$ cat config.mk
export PLATFORM = sky130hd
export DESIGN_NAME = norm_sequencer
export DESIGN_NICKNAME = d
export VERILOG_FILES = /design/src/rtl/fp_add_pkg.sv /design/src/rtl/norm_sequencer_lzc_counter.sv /design/src/rtl/norm_sequencer.sv
export SDC_FILE = /design/constraint.sdc
export NUM_CORES = 1
export LEC_CHECK = 0
export ABC_CLOCK_PERIOD_IN_PS = 8830
export CORE_MARGIN = 4
export CORE_UTILIZATION = 58
export CTS_BUF_LIST = sky130_fd_sc_hd__clkbuf_4
export CTS_CLUSTER_DIAMETER = 120
export DETAILED_ROUTE_END_ITERATION = 6
export PLACE_DENSITY = 0.92
export SLEW_MARGIN = 20
export SYNTH_ARGS = -nofsm -noshare
export SYNTH_HDL_FRONTEND = slang
export SYNTH_SLANG_ARGS = --single-unit
export TNS_END_PERCENT = 30
$ cat constraint.sdc
create_clock -name clk -period 8.83 [get_ports clk]
set_clock_uncertainty 0.1 [all_clocks]
set_input_delay 0.883 -clock clk [delete_from_list [all_inputs] [get_ports clk]]
set_output_delay 0.883 -clock clk [all_outputs]
set_load 0.01 [all_outputs]
$ cat src/rtl/fp_add_pkg.sv
// Shared FP adder types and constants: default widths, exponent ceiling,
// normalizer FSM states and exponent adjuster mode encodings.
package fp_add_pkg;

   localparam int EXP_W_DEF = 8;
   localparam int MAN_W_DEF = 24;
   localparam int LZC_W_DEF = 5;

   localparam logic [EXP_W_DEF-1:0] EXP_MAX = '1;

   localparam logic ADJ_INC = 1'b0;
   localparam logic ADJ_DEC = 1'b1;

   typedef enum logic [2:0] {
      IDLE,
      ANALYZE,
      ISSUE,
      CAPTURE,
      DONE
   } norm_state_t;

endpackage

$ cat src/rtl/norm_sequencer_lzc_counter.sv
// Combinational leading-zero counter for the raw mantissa sum.
// An all-zero input reports MAN_W.
module lzc_counter
   import fp_add_pkg::*;
#(
   parameter int MAN_W = MAN_W_DEF,
   parameter int LZC_W = LZC_W_DEF
) (
   input  logic [MAN_W-1:0] mant,
   output logic [LZC_W-1:0] lzc
);

   // Scan upward so the highest set bit is the last one to write the count.
   always_comb begin
      lzc = LZC_W'(MAN_W);
      for (int i = 0; i < MAN_W; i++) begin
         if (mant[i]) lzc = LZC_W'(MAN_W - 1 - i);
      end
   end

endmodule

$ cat src/rtl/norm_sequencer.sv
// Post-add normalization sequencer driving an external exponent adjuster.
// Optional build macro NORM_STICKY_EN adds the out_sticky output.
//
// state   | meaning
// IDLE    | ready for a new raw sum
// ANALYZE | classify the captured sum, pick shift direction / amount
// ISSUE   | pulse adj_en to the exponent adjuster
// CAPTURE | register the adjuster result as the output exponent
// DONE    | hold the normalized result until downstream accepts
module norm_sequencer
   import fp_add_pkg::*;
#(
   parameter int EXP_W = EXP_W_DEF,
   parameter int MAN_W = MAN_W_DEF,
   parameter int LZC_W = LZC_W_DEF
) (
   input  logic             clk,
   input  logic             flush,
   input  logic             in_valid,
   output logic             in_ready,
   input  logic             in_sign,
   input  logic             in_carry,
   input  logic [MAN_W-1:0] in_mant,
   input  logic [EXP_W-1:0] in_exp,
   output logic             adj_en,
   output logic             adj_mode,
   output logic [LZC_W-1:0] adj_value,
   output logic [EXP_W-1:0] adj_in,
   input  logic [EXP_W-1:0] adj_out,
   output logic             out_valid,
   input  logic             out_ready,
   output logic             out_sign,
   output logic [MAN_W-1:0] out_mant,
   output logic [EXP_W-1:0] out_exp,
   output logic             out_zero,
   output logic             out_ovf
`ifdef NORM_STICKY_EN
   ,
   output logic             out_sticky
`endif
);

   localparam logic [EXP_W-1:0] EXP_ALL1 = '1;
   localparam logic [EXP_W-1:0] EXP_NEAR = EXP_ALL1 - EXP_W'(1);

   norm_state_t state_q, state_d;

   logic             sign_q, carry_q;
   logic [MAN_W-1:0] mant_q;
   logic [EXP_W-1:0] exp_q;
   logic [LZC_W-1:0] lzc;

   logic             bypass_d, en_d, mode_d, zero_d, ovf_d;
   logic [LZC_W-1:0] value_d;
   logic [MAN_W-1:0] mant_n_d;
   logic [EXP_W-1:0] exp_n_d;

   logic             en_q, mode_q;
   logic [LZC_W-1:0] value_q;
   logic             out_sign_q, out_zero_q, out_ovf_q;
   logic [MAN_W-1:0] out_mant_q;
   logic [EXP_W-1:0] out_exp_q;

   lzc_counter #(
      .MAN_W (MAN_W),
      .LZC_W (LZC_W)
   ) u_lzc (
      .mant (mant_q),
      .lzc  (lzc)
   );

   always_ff @(posedge clk) begin
      if (flush) state_q <= IDLE;
      else       state_q <= state_d;
   end

   always_comb begin
      state_d = state_q;
      case (state_q)
         IDLE:    if (in_valid) state_d = ANALYZE;
         ANALYZE: state_d = bypass_d ? DONE : ISSUE;
         ISSUE:   state_d = CAPTURE;
         CAPTURE: state_d = DONE;
         DONE:    if (out_ready) state_d = IDLE;
         default: state_d = IDLE;
      endcase
   end

   always_comb begin
      in_ready  = 1'b0;
      adj_en    = 1'b0;
      adj_mode  = ADJ_INC;
      adj_value = '0;
      out_valid = 1'b0;
      case (state_q)
         IDLE:    in_ready = 1'b1;
         ANALYZE: begin
            adj_mode  = mode_d;
            adj_value = value_d;
         end
         ISSUE: begin
            adj_en    = en_q;
            adj_mode  = mode_q;
            adj_value = value_q;
         end
         CAPTURE: begin
            adj_mode  = mode_q;
            adj_value = value_q;
         end
         DONE: begin
            adj_mode  = mode_q;
            adj_value = value_q;
            out_valid = 1'b1;
         end
         default: ;
      endcase
   end

   // Classification, in priority order: inf/NaN, carry, zero, underflow, left shift.
   always_comb begin
      bypass_d = 1'b0;
      en_d     = 1'b0;
      mode_d   = ADJ_INC;
      value_d  = '0;
      mant_n_d = mant_q;
      exp_n_d  = exp_q;
      zero_d   = 1'b0;
      ovf_d    = 1'b0;
      if (exp_q == EXP_ALL1) begin
         bypass_d = 1'b1;
      end else if (carry_q) begin
         en_d     = 1'b1;
         mant_n_d = {1'b1, mant_q[MAN_W-1:1]};
         if (exp_q == EXP_NEAR) begin
            bypass_d = 1'b1;
            en_d     = 1'b0;
            ovf_d    = 1'b1;
            exp_n_d  = EXP_ALL1;
            mant_n_d = '0;
         end
      end else if (mant_q == '0) begin
         bypass_d = 1'b1;
         zero_d   = 1'b1;
         exp_n_d  = '0;
         mant_n_d = '0;
      end else if (32'(lzc) >= 32'(exp_q)) begin
         bypass_d = 1'b1;
         zero_d   = 1'b1;
         exp_n_d  = '0;
         mant_n_d = '0;
      end else if (lzc != '0) begin
         en_d     = 1'b1;
         mode_d   = ADJ_DEC;
         value_d  = lzc;
         mant_n_d = mant_q << lzc;
      end
   end

   always_ff @(posedge clk) begin
      if (flush) begin
         sign_q     <= 1'b0;
         carry_q    <= 1'b0;
         mant_q     <= '0;
         exp_q      <= '0;
         en_q       <= 1'b0;
         mode_q     <= ADJ_INC;
         value_q    <= '0;
         out_sign_q <= 1'b0;
         out_mant_q <= '0;
         out_exp_q  <= '0;
         out_zero_q <= 1'b0;
         out_ovf_q  <= 1'b0;
      end else begin
         case (state_q)
            IDLE: begin
               if (in_valid) begin
                  sign_q  <= in_sign;
                  carry_q <= in_carry;
                  mant_q  <= in_mant;
                  exp_q   <= in_exp;
               end
            end
            ANALYZE: begin
               en_q       <= en_d;
               mode_q     <= mode_d;
               value_q    <= value_d;
               out_sign_q <= sign_q;
               out_mant_q <= mant_n_d;
               out_exp_q  <= exp_n_d;
               out_zero_q <= zero_d;
               out_ovf_q  <= ovf_d;
            end
            CAPTURE: out_exp_q <= adj_out;
            default: ;
         endcase
      end
   end

`ifdef NORM_STICKY_EN
   logic sticky_q;

   always_ff @(posedge clk) begin
      if (flush) begin
         sticky_q <= 1'b0;
      end else if (state_q == ANALYZE) begin
         sticky_q <= (exp_q != EXP_ALL1) && carry_q && mant_q[0];
      end
   end

   assign out_sticky = sticky_q;
`endif

   assign adj_in   = exp_q;
   assign out_sign = out_sign_q;
   assign out_mant = out_mant_q;
   assign out_exp  = out_exp_q;
   assign out_zero = out_zero_q;
   assign out_ovf  = out_ovf_q;

endmodule
* Word-level counts from Yosys, hierarchy flattened
Cells that the tools add are included.
** Operators by class
- Magnitude comparators :: 1
- Eq/ne operators :: 8
- Shifts and indexed selects :: 1
- Muxes and demuxes :: 67
- Reductions and logical operators :: 7
** Operators by type and width (count)
- 24-bit 2-to-1 mux :: 6
- 5-bit 2-to-1 mux :: 21
- 8-bit 2-to-1 mux :: 5
- 4-bit 2-to-1 mux :: 8
- 24-bit logical NOT :: 1
- 24-bit by 5-bit << shifter with 24-bit output :: 1
- 1-bit 2-to-1 mux :: 20
- 8-bit equality test, second input constant :: 2
- 8-bit one-hot mux with 2 select lines :: 1
- 3-bit one-hot mux with 5 select lines :: 1
- 5-bit one-hot mux with 2 select lines :: 1
- 3-bit 2-to-1 mux :: 3
- 5-bit by 8-bit greater-or-equal comparator with 1-bit output :: 1
- 3-bit by 2-bit equality test with 1-bit output, second input constant :: 2
- 5-bit nonzero test :: 1
- 2-bit != test, second input constant :: 2
- 2-bit AND reduction :: 2
- 3-bit by 1-bit equality test with 1-bit output, second input constant :: 1
- 3-bit equality test, second input constant :: 1
- 3-bit logical NOT :: 1
- 3-bit OR reduction :: 1
- 1-bit one-hot mux with 2 select lines :: 1
- 2-bit nonzero test :: 1
** Storage, ports and cells
- Bits in registers :: 79
- Output and inout port bits :: 52

* Logic depth before layout (Yosys ltp)
- Word-level depth :: 31
- Mapped depth :: 18

* By module
Synthesis repeated with hierarchy kept, for this count alone.
** Second synthesis, totals
- Cells, all modules :: 701
- Area, all modules :: 5436.5 µm²
** By module, submodules not included
- norm_sequencer :: times used 1, cells an instance 653, area each 5171.2 µm², seq. area each 1581.5 µm²
- lzc_counter :: times used 1, cells an instance 48, area each 265.3 µm², seq. area each 0.0 µm²

* Worst setup path after synthesis
OpenSTA, ideal clock, no wires.
- Kind :: flip-flop to output port
- From :: register mant_q[7]
- To :: output adj_value[0]
- Arrival time :: 3458 ps
- Data required time :: 7847 ps
- Setup slack :: 4389 ps
- Cell stages (with the launch flop) :: 17
- Buffers on the path :: 4
- Cell sequence :: dfxtp_1 > buf_2 > inv_1 > a2111oi_0 > a211oi_1 > o221ai_2 > buf_2 > buf_2 > ha_1 > nand2b_1 > a31oi_1 > o21ai_0 > a21oi_1 > nand2b_1 > buf_2 > nor2_1 > a22o_1
** On the way
- Word-level cells in the longest chain between the ends :: 24
- Elaborated cells on any way between the ends :: 26
** RTL lines
- start, declared :: line norm_sequencer.sv:49 : logic [MAN_W-1:0] mant_q;
- start signal, assigned :: line norm_sequencer.sv:179 : mant_q <= in_mant;
- branches (longest 20 deep; another with 5-bit 2-to-1 mux)
- 5-bit 2-to-1 mux (*) :: line norm_sequencer.sv:141 : end else if (mant_q == '0) begin
- 5-bit 2-to-1 mux (*) :: line norm_sequencer.sv:131 : end else if (carry_q) begin
- 5-bit 2-to-1 mux (*) :: line norm_sequencer.sv:129 : if (exp_q == EXP_ALL1) begin
- 5-bit one-hot mux with 2 select lines (*) :: line norm_sequencer.sv:95 : case (state_q)
- end, declared :: line norm_sequencer.sv:27 : output logic [LZC_W-1:0] adj_value,
Every way passes the cells marked *.

* Worst setup path in the final report
- From :: register mant_q[8]
- To :: output adj_value[2]
** On the way
- Word-level cells in the longest chain between the ends :: 23
- Elaborated cells on any way between the ends :: 25
** RTL lines (line)
- branches (longest 19 deep; another with 5-bit 2-to-1 mux)
- 5-bit 2-to-1 mux (*) :: norm_sequencer.sv:141
- 5-bit 2-to-1 mux (*) :: norm_sequencer.sv:131
- 5-bit 2-to-1 mux (*) :: norm_sequencer.sv:129
- 5-bit one-hot mux with 2 select lines (*) :: norm_sequencer.sv:95
Marks and branches as above.

==> run metrics <==
GR Overflow Total=0; CTS tree=yes; DRC Markers=15; Psw=about 1.1 mW; worst-path fanout max=25; Final period util=between 70% and 80%; hold slack=around 0.36 ns; clock buffer depth=2; max-slew violations=0; layout cells sized above 1=under 10%; nets=800; Setup crit end kind=primary output; Worst EP required=7.85 ns; Design Area, Final=6100 um2; Final WS setup=~2.3 ns; Synth Cell Area=~5000 um2; IO buf count=97; fill count=672; sequential element share of the synthesized area=between 30% and 40%; Post-Syn Nets=between 700 and 800; reg-to-reg slack, setup=roughly 3.4 ns; RSZ-0062 raised after global routing=no; Vias=5948; Final Hold Fails=0; Critical Path Max Stage Delay=0.61 ns; die height=between 100 and 150 um; Area Overhead vs Synth=19.8%; yosys warns=0; FF-to-FF Start=mant_q[8]; first-pass GRT wire length=approximately 30000 um; EDFF count, synth=0; Cell Rows=33; Pwr Density=between 300 and 400 nW/um2; Worst R2R Path Depth=13; Comb power frac=between 60% and 70%; Die Footprint=10300 um2; status=complete, but fails checks; Sw Ratio=between 50% and 60%; number of unique standard cell types used by synthesis=71; fin crit period=roughly 6.5 ns; Final HPWL DP=13900 um; Starting Density=60.8%; Power, Total=a little over 2 mW; largest net degree at the start of global routing=77; Critical Path Start Type=flip-flop; Root Buffer=clkbuf_4; Async SR Flop Fraction=0%; Storage cell area=~1600 um2; Ant. Diodes=0; failing checks=design-rule violations; setup bufs post-CTS=0; worst skew pair latency=between 0.4 and 0.5 ns; Slew HR=between 20% and 30%; Min-Delay Path Class=reg -> reg; Max-Cap Viols=0; final setup vio count=0; I/O pin count=just under 100; TNS Setup=0 ns; RD Place Congestion=roughly 1.2; wire length per cell=22.2 um; Peak Freq=about 0.15 GHz; slowest stage cell on the critical path=nor4_1; Critical Path, Cell by Cell=nor4_1 > o211a_1 > or2_1 > inv_2 > ha_1 > a21o_1 > a31oi_1 > o21ai_0 > a21oi_1 > nand2b_1 > nor2_1 > a22o_1 > clkdlybuf4s50_1; pre-CTS setup slack=a little under 3 ns; CP Class=reg -> out; hold buffers post-CTS=0; Post-synth top flop=dfxtp_1; Reg power frac=about a quarter; Total GRT Usage=about 37%; Avg Inst Size Synth=roughly 7.3 um2; Pint=0.974 mW; Starting DRT DRC Count=roughly 1000; Synth Register Bits=79; number of global-route vias before repair=5556; Die W=~100 um; clk sinks=between 70 and 80; first-pass iteration count of the detailed router=7; worst-margin pin slew=approximately 1.1 ns; Clk pwr share=about an eighth; total wire length=approximately 19000 um; WP depth=13; kind of cell adding the most delay to the critical path=simple AND/OR/NAND/NOR gates; Post-DP Area=roughly 6000 um2; VDD IR max=about 170 uV; crit path launch=mant_q[8]; Final ANT Viol Nets=0; footprint of the multi-input gates=between 3000 and 4000 um2; arrival time at the worst endpoint=5.56 ns; H-tree levels=3; Leakage Power=roughly 2.1 nW; Core Area=8380 um2; clock slew at reported path FFs=about 0.16 ns; Syn Inst Count=699; capture point of the worst reg-to-reg path=out_mant[15]; most frequent cells in the layout=nand2_1, clkdlybuf4s50_1, dfxtp_1; CTS Buf Count=9; CP bufs+invs=2; crit path to=adj_value[2]; initial antenna violation count=0; cts repair resizes=0; DR vias/cell=about 6.9; most common cell after layout, fill and taps aside=nand2_1
==> per-layer routing <==
metal  global-route usage (%)  vias to the layer above  routed length (um)
li1                         -                     2646                   -
met1                     50.8                     2697                7340
met2                     54.4                      491                8200
met3                     9.37                      114                2520
met4                     16.6                        0                 968
met5                        0                        -                   0
==> cells by family after synthesis <==
logic type	Yosys count	share of synthesized area [%]
buffers and inverters	80	6.95
AND/OR/NAND/NOR	268	24.0
flip-flops	79	31.0
AO/OA/AOI/OAI	239	30.9
multiplexers	28	5.84
adder cells (fa/ha/maj)	5	1.23
==> power groups by stage <==
stage	clock network [mW]	logic, mW	registers [mW]
2_1_floorplan	0	0.876	0.483
3_3_place_gp	0	1.20	0.512
3_5_place_dp	0	1.20	0.520
4_1_cts	0.244	1.21	0.512
5_1_grt	0.259	1.34	0.527
6_report	0.246	1.26	0.517
==> how the worst min path moves through the flow <==
| stage | from | endpoint | slack [ns] | depth (start not counted) |
|---|---|---|---|---|
| finish | value_q[4] | value_q[4] | 0.36 | 2 |
| global route | value_q[4] | value_q[4] | 0.39 | 2 |
| CTS | value_q[4] | value_q[4] | 0.36 | 2 |
| detailed placement | value_q[4] | value_q[4] | 0.35 | 2 |
| global placement | out_mant[10] | out_mant[10] | 0.34 | 2 |
| floorplan | value_q[4] | value_q[4] | 0.33 | 2 |
==> Yosys cell counts (3+ instances only) <==
cell type / instances / share of area, %
mux2_2: 6 / 1.3
or4_4: 3 / 0.66
and2_1: 3 / 0.37
dfxtp_1: 79 / 31
nor4_1: 8 / 0.98
or3_1: 3 / 0.37
a21o_1: 3 / 0.44
mux2i_1: 19 / 3.7
a211oi_1: 10 / 1.5
or2_2: 3 / 0.37
o21ai_0: 42 / 4.1
clkbuf_1: 48 / 3.5
nor2b_1: 4 / 0.49
nand2b_1: 7 / 0.86
a221o_1: 4 / 0.79
a311o_1: 4 / 0.79
a32oi_1: 4 / 0.69
a22oi_1: 7 / 1.0
o31ai_1: 6 / 0.88
o221ai_2: 3 / 0.88
o22ai_1: 5 / 0.61
nand3_1: 20 / 2.0
a221oi_1: 10 / 1.7
a31oi_1: 6 / 0.74
buf_6: 5 / 1.1
inv_1: 13 / 0.96
o211ai_1: 8 / 1.2
nor3_1: 21 / 2.1
a32o_1: 3 / 0.59
o2111ai_1: 3 / 0.52
ha_1: 5 / 1.2
o21a_1: 4 / 0.59
a21oi_1: 78 / 7.7
o21ai_1: 13 / 1.3
buf_2: 10 / 0.98
a22o_1: 5 / 0.86
nand2_1: 121 / 8.9
nor2_1: 60 / 4.4
==> flip-flops by register name (all words and copies together), names as in the netlist <==
signal / flops
out_zero: 1
state_q: 3
adj_in: 8
en_q: 1
carry_q: 1
out_mant: 24
out_exp: 8
mode_q: 1
value_q: 5
sign_q: 1
out_ovf: 1
out_sign: 1
mant_q: 24
==> cell type report <==
class,count,area share (%)
Multi-Input combinational cell,540,51.8
Sequential cell,79,25.9
Timing Repair Buffer,104,16.7
Tap cell,105,2.15
Clock inverter,7,1.39
Clock buffer,9,1.11
Inverter,15,0.923
==> per-stage QoR <==
stage,instances,util [%]
3_5_place_dp,843,71.0
2_1_floorplan,699,-
3_3_place_gp,843,71.0
5_1_grt,859,72.8
6_report,859,72.8
4_1_cts,859,72.8
==> worst min-delay path, delay by kind of cell, from the launching register on <==
kind / cells / cell delay (ns)
and+or+nand+nor: 1 / 0.05
AOI/OAI and AO/OA: 1 / 0.05
DFF: 1 / 0.34
Power figures use the tool's default switching activity.
